==> src/rtl/lock_pkg.sv <==
// Shared types and constants for the lock/unlock arbiter.
package lock_pkg;

    // Controller FSM states
    typedef enum logic [1:0] {
        IDLE    = 2'd0,
        CHECK   = 2'd1,
        RESP    = 2'd2,
        LOCKOUT = 2'd3
    } state_e;

    // Default key that unlocks any bit
    localparam logic [31:0] DEF_UNLOCK_KEY = 32'hA5C3_0F96;

    // Width of the consecutive-failure counter
    localparam int unsigned FAIL_W = 4;

endpackage

==> src/rtl/rr_arbiter.sv <==
// Round-robin arbiter: grants the first request at or after the rotating pointer.
module rr_arbiter #(
    parameter int unsigned N = 4
) (
    input  logic                 clk,
    input  logic                 resetn,
    input  logic [N-1:0]         req,
    input  logic                 en,
    output logic [N-1:0]         gnt,
    output logic [$clog2(N)-1:0] gnt_idx
);

    localparam int unsigned IDX_W = $clog2(N);

    logic [IDX_W-1:0] ptr_q;
    logic [IDX_W-1:0] ptr_d;
    logic             found;
    int unsigned      cand;

    // Search from the pointer for the first pending request and advance past a grant
    always_comb begin
        found   = 1'b0;
        gnt_idx = '0;
        cand    = 0;
        for (int unsigned i = 0; i < N; i++) begin
            cand = (32'(ptr_q) + i) % N;
            if (!found && req[cand]) begin
                found   = 1'b1;
                gnt_idx = IDX_W'(cand);
            end
        end
        gnt   = (en && found) ? (N'(1) << gnt_idx) : '0;
        ptr_d = ptr_q;
        if (en && found) begin
            ptr_d = (32'(gnt_idx) == N - 1) ? '0 : gnt_idx + IDX_W'(1);
        end
    end

    // Rotating priority pointer
    always_ff @(posedge clk or negedge resetn) begin
        if (!resetn) begin
            ptr_q <= '0;
        end else begin
            ptr_q <= ptr_d;
        end
    end

endmodule

==> src/rtl/lock_unlock_arbiter.sv <==
// Lock-bit controller: arbitrated unlock/relock requests with key check and timed lockout.
module lock_unlock_arbiter
    import lock_pkg::*;
#(
    parameter int unsigned     NUM_REQ     = 4,
    parameter int unsigned     KEY_W       = 32,
    parameter logic [KEY_W-1:0] UNLOCK_KEY = KEY_W'(DEF_UNLOCK_KEY),
    parameter int unsigned     MAX_FAIL    = 3,
    parameter int unsigned     LOCKOUT_CYC = 1024
) (
    input  logic                       clk,
    input  logic                       resetn,
    input  logic [NUM_REQ-1:0]         req_valid,
    input  logic [NUM_REQ-1:0]         req_relock,
    input  logic [NUM_REQ*KEY_W-1:0]   req_key,
    output logic [NUM_REQ-1:0]         req_ready,
    output logic                       resp_valid,
    output logic                       resp_ok,
    output logic [$clog2(NUM_REQ)-1:0] resp_id,
    output logic [NUM_REQ-1:0]         locked,
    output logic                       lockout,
    output logic [FAIL_W-1:0]          fail_cnt
);

    localparam int unsigned IDX_W = $clog2(NUM_REQ);
    localparam int unsigned CNT_W = $clog2(LOCKOUT_CYC);

    state_e             state_q,      state_d;
    logic [IDX_W-1:0]   id_q,         id_d;
    logic               relock_q,     relock_d;
    logic [KEY_W-1:0]   key_q,        key_d;
    logic [NUM_REQ-1:0] locked_q,     locked_d;
    logic [FAIL_W-1:0]  fail_q,       fail_d;
    logic               lockout_q,    lockout_d;
    logic [CNT_W-1:0]   cnt_q,        cnt_d;
    logic               resp_valid_q, resp_valid_d;
    logic               resp_ok_q,    resp_ok_d;
    logic [IDX_W-1:0]   resp_id_q,    resp_id_d;

    logic               arb_en;
    logic [NUM_REQ-1:0] gnt;
    logic [IDX_W-1:0]   gnt_idx;
    logic               key_match;

    assign arb_en    = (state_q == IDLE);
    assign key_match = (key_q == UNLOCK_KEY);

    // Grants only while idle, so the grant pulse is exactly one cycle per operation
    rr_arbiter #(
        .N (NUM_REQ)
    ) u_arb (
        .clk     (clk),
        .resetn  (resetn),
        .req     (req_valid),
        .en      (arb_en),
        .gnt     (gnt),
        .gnt_idx (gnt_idx)
    );

    // Next-state and next-output logic for the controller
    always_comb begin
        state_d      = state_q;
        id_d         = id_q;
        relock_d     = relock_q;
        key_d        = key_q;
        locked_d     = locked_q;
        fail_d       = fail_q;
        lockout_d    = lockout_q;
        cnt_d        = cnt_q;
        resp_valid_d = 1'b0;
        resp_ok_d    = 1'b0;
        resp_id_d    = resp_id_q;

        case (state_q)
            IDLE: begin
                if (|gnt) begin
                    id_d     = gnt_idx;
                    relock_d = req_relock[gnt_idx];
                    key_d    = req_key[gnt_idx*KEY_W +: KEY_W];
                    state_d  = CHECK;
                end
            end
            CHECK: begin
                // Result becomes visible in the RESP cycle
                resp_valid_d = 1'b1;
                resp_id_d    = id_q;
                if (relock_q) begin
                    locked_d[id_q] = 1'b1;
                    resp_ok_d      = 1'b1;
                end else if (key_match) begin
                    locked_d[id_q] = 1'b0;
                    resp_ok_d      = 1'b1;
                    fail_d         = '0;
                end else if (fail_q < FAIL_W'(MAX_FAIL)) begin
                    fail_d = fail_q + FAIL_W'(1);
                end
                state_d = RESP;
            end
            RESP: begin
                // Key material is not retained past the check
                key_d = '0;
                if (fail_q == FAIL_W'(MAX_FAIL)) begin
                    state_d   = LOCKOUT;
                    lockout_d = 1'b1;
                    locked_d  = '1;
                    cnt_d     = CNT_W'(LOCKOUT_CYC - 1);
                end else begin
                    state_d = IDLE;
                end
            end
            LOCKOUT: begin
                if (cnt_q == '0) begin
                    lockout_d = 1'b0;
                    fail_d    = '0;
                    state_d   = IDLE;
                end else begin
                    cnt_d = cnt_q - CNT_W'(1);
                end
            end
            default: begin
                state_d = IDLE;
            end
        endcase
    end

    // Controller state and registered outputs
    always_ff @(posedge clk or negedge resetn) begin
        if (!resetn) begin
            state_q      <= IDLE;
            id_q         <= '0;
            relock_q     <= 1'b0;
            key_q        <= '0;
            locked_q     <= '1;
            fail_q       <= '0;
            lockout_q    <= 1'b0;
            cnt_q        <= '0;
            resp_valid_q <= 1'b0;
            resp_ok_q    <= 1'b0;
            resp_id_q    <= '0;
        end else begin
            state_q      <= state_d;
            id_q         <= id_d;
            relock_q     <= relock_d;
            key_q        <= key_d;
            locked_q     <= locked_d;
            fail_q       <= fail_d;
            lockout_q    <= lockout_d;
            cnt_q        <= cnt_d;
            resp_valid_q <= resp_valid_d;
            resp_ok_q    <= resp_ok_d;
            resp_id_q    <= resp_id_d;
        end
    end

    assign req_ready  = gnt;
    assign resp_valid = resp_valid_q;
    assign resp_ok    = resp_ok_q;
    assign resp_id    = resp_id_q;
    assign locked     = locked_q;
    assign lockout    = lockout_q;
    assign fail_cnt   = fail_q;

endmodule

==> config.mk <==
export PLATFORM = sky130hd
export DESIGN_NAME = lock_unlock_arbiter
export DESIGN_NICKNAME = d
export VERILOG_FILES = /design/src/rtl/lock_pkg.sv /design/src/rtl/rr_arbiter.sv /design/src/rtl/lock_unlock_arbiter.sv
export SDC_FILE = /design/constraint.sdc
export NUM_CORES = 1
export LEC_CHECK = 0
export ABC_AREA = 1
export CORE_MARGIN = 4
export CORE_UTILIZATION = 46
export DETAILED_ROUTE_END_ITERATION = 8
export PLACE_DENSITY = 0.82
export SYNTH_ARGS = -nofsm -noshare
export SYNTH_HDL_FRONTEND = slang
export SYNTH_SLANG_ARGS = --single-unit
==> constraint.sdc <==
create_clock -name clk -period 2.7 [get_ports clk]
set_clock_uncertainty 0.05 [all_clocks]
set_input_delay 0.54 -clock clk [delete_from_list [all_inputs] [get_ports clk]]
set_output_delay 0.54 -clock clk [all_outputs]
set_load 0.05 [all_outputs]
==> results.cfg <==
[status]
status = complete, but fails checks
violations = negative setup slack

[route]
via_count = 5153
totalWireLength_um = 14200
drtIter0Drc = 386
drcViolationCount = 0
vias_per_cell = 5.43
final_antenna_net_count = 0
avgRoutedWirePerCell_um = 15.0
dr.pass1.iters = 5

[logic_synthesis]
syn_area_per_cell_um2 = 6.73
async_flop_share_pct = 100
ys_seq_area_share_pct = 35.3
ys_seq_elements = 62
ys.flop_type = dfrtp_1
postSynthCellCount = 654
ys_types = 32
syn-num-nets = 795
synth_warnings = 0
synth_edf_count = 0
netlist_area_um2 = 4400

[grt]
antenna_found_initial = 0
grt_max_degree = 67
grt_pass1_vias = 4996
grt_pass1_wl_um = 23000
overflow = 0
track_usage_pct = 25.0

[power_and_ir_drop]
power_frac_clock_pct = 8.1
switching_share_pct = 54.2
powerDensity_nw_per_um2 = 1390
internal-power_mw = 4.19
power.leakage_nw = 3.12
comb_power_share_pct = 73.4
p_switching_mw = 4.96
peakVddDrop_mv = 1.01
p_total_mw = 9.14
seqPwrFrac_pct = 18.5

[place]
gp_congestion = 0.849
hpwl_um = 10200
port_buffers = 154

[clock_network]
root_buffer = clkbuf_8
clockBufferDepth = 2
cts_buffers = 9
clock_sinks = 62
clkLatencyLatePin_ns = 0.34
cts_tree = built
htreeDepth = 3
path_clk_slew_ns = 0.08

[worst_setup_path]
worstPathRequired_ns = 2.11
end_kind = primary output
critPathLaunchType = flop
cpMostUsedCell = nand2_4
cp_slowest_cell = dfrtp_2
critPathKind = flop to primary output
max_stage_delay_ns = 0.44
crit_chain = clkinv_4, nand2_1, nand2_4, nand2_2, nand2_4, nor2_4, nand3_2, nand2_2, nand2_4, inv_4, ha_4, inv_2, nor2_4, buf_12
arrival_ns = 2.17
crit_fanout = 9

[final_layout]
area_growth_syn_to_layout_pct = 49.4
multiInputGateArea_um2 = 2540
seq_area_um2 = 1560
drive_gt1_share_pct = 14.3
fillCellCount = 752
layout.nets = 956
diodes = 0

[timing]
finalMaxSlewViolations = 0
fmax_mhz = 362
worst_pin_slew_ns = 0.640
rsz0062_at_grt = true
fin_crit_ns = 2.76
setup-tns-final_ns = -0.0828
finalHoldViolCount = 0
slew_headroom_pct = 57.3
setup_viol = 3
finalWorstSetupSlack_ns = -0.0608
post-route-period-util_pct = 102

[floorplan]
num_rows = 35
die_width_um = 106
core_area_um2 = 9280
dieArea_um2 = 11200
ios = 155
die_h_um = 106
initial_core_util_pct = 47.4

[job]
drv_cap = 0

[hold_path]
hp-class = flop to flop
==> logic make-up (layout without fill, tap and decap cells) <==
group	Yosys count	after routing	share of synthesized area, %
DFF	62	62	35.3
and+or+nand+nor	447	447	47.4
AOI/OAI and AO/OA	38	38	5.00
buffers and inverters	102	268	11.0
xor gates and xnor gates	2	2	0.398
adders and majority gates	3	3	0.852
==> state kept, by name (all words and copies together), names as in the netlist <==
name,flops
key_q,32
cnt_q,10
fail_cnt,4
locked,4
id_q,2
resp_id,2
state_q,2
u_arb.ptr_q,2
lockout,1
relock_q,1
resp_ok,1
resp_valid,1
==> metrics by stage <==
| step | util [%] | instances | cell area, um^2 | setup slack (ns) | hold slack, ns |
|---|---|---|---|---|---|
| final | 70.9 | 949 | 6580 | -0.0608 | 0.439 |
| after global routing | 70.9 | 949 | 6580 | -0.140 | 0.477 |
| after CTS | 69.5 | 942 | 6460 | 0.00276 | 0.453 |
| after detailed placement | 65.7 | 917 | 6100 | -0.224 | 0.342 |
| after global placement | 65.7 | 917 | 6100 | -0.147 | 0.339 |
| after floorplan | - | 654 | 4420 | -0.00856 | 0.194 |
==> repair_timing <==
item                       4_1_cts  5_1_grt
gates cloned                     0        1
hold buffers                     1        0
setup buffers                    8        6
hold endpoints to repair         3        0
setup endpoints to repair        4        9
pin swaps                       13        9
gates resized for setup         34       24
==> worst paths after layout <==
kind | startpoint | end | slack, ns | depth (start not counted)
max | u_arb.ptr_q[0] | req_ready[3] | -0.06 | 14
min | lockout | lockout | 0.44 | 2
max reg2reg | u_arb.ptr_q[0] | relock_q | 0.11 | 15
min reg2reg | lockout | lockout | 0.44 | 2
max in group asynchronous | resetn | locked[2] | 1.52 | 3
min in group asynchronous | resetn | resp_id[1] | 0.52 | 2
==> power by group through the flow <==
stage | Combinational [mW] | Sequential (mW) | Clock [mW]
floorplan | 4.33 | 1.89 | 0
global placement | 5.94 | 1.66 | 0
detailed placement | 6.11 | 1.68 | 0
CTS | 6.44 | 1.67 | 0.753
global route | 7.47 | 1.74 | 0.802
finish | 6.71 | 1.69 | 0.742
==> metal layers <==
metal,part of all wire [%],global-route usage [%],vias up
met4,3.4,9.90,0
met2,48,41.8,245
met1,41,31.3,2356
met5,0,0,-
met3,8.1,5.94,45
li1,-,-,2507
==> layout by cell type, fill, tap and decap left out, types with 3 or more instances in the layout <==
cell type,count
nand3_1,170
nand2_1,165
clkdlybuf4s50_1,145
dfrtp_1,56
inv_1,52
nand4_1,38
buf_4,32
nor2_1,23
o21ai_0,20
nand2_2,15
nand2_4,11
clkbuf_8,9
nor2_4,7
buf_12,7
nand3_2,5
nor3_1,5
a21oi_1,5
inv_2,4
a211oi_1,4
dlygate4sd2_1,4
dfstp_2,4
inv_4,3
nand3b_1,3
==> worst max-delay path: cells and delay by family, from the launching register on <==
kind          cells  cell delay, ns
simple gates      9            0.88
flops             1            0.44
fa+ha+maj         1            0.12
buf+inv           4            0.37
==> synthesized netlist by cell type (6+ instances only) <==
library cell / number / area, um^2
buf_4: 11 / 82.6
nand4_1: 38 / 238
nand2_1: 181 / 679
nand2_2: 9 / 56.3
buf_2: 18 / 90.1
inv_1: 56 / 210
clkbuf_1: 7 / 26.3
a21oi_1: 6 / 30.0
o21ai_0: 20 / 100
nand3_1: 173 / 866
nor2_1: 28 / 105
dfrtp_1: 58 / 1450
==> area by class of cell <==
| class | instances | share of cell area [%] |
|---|---|---|
| clock buffer | 9 | 1.88 |
| tap | 129 | 2.45 |
| sequential | 62 | 23.7 |
| timing repair buffer | 192 | 28.9 |
| multi-input combinational | 490 | 38.5 |
| inverter | 60 | 3.61 |
| clock inverter | 7 | 0.875 |
Power figures use the tool's default switching activity.
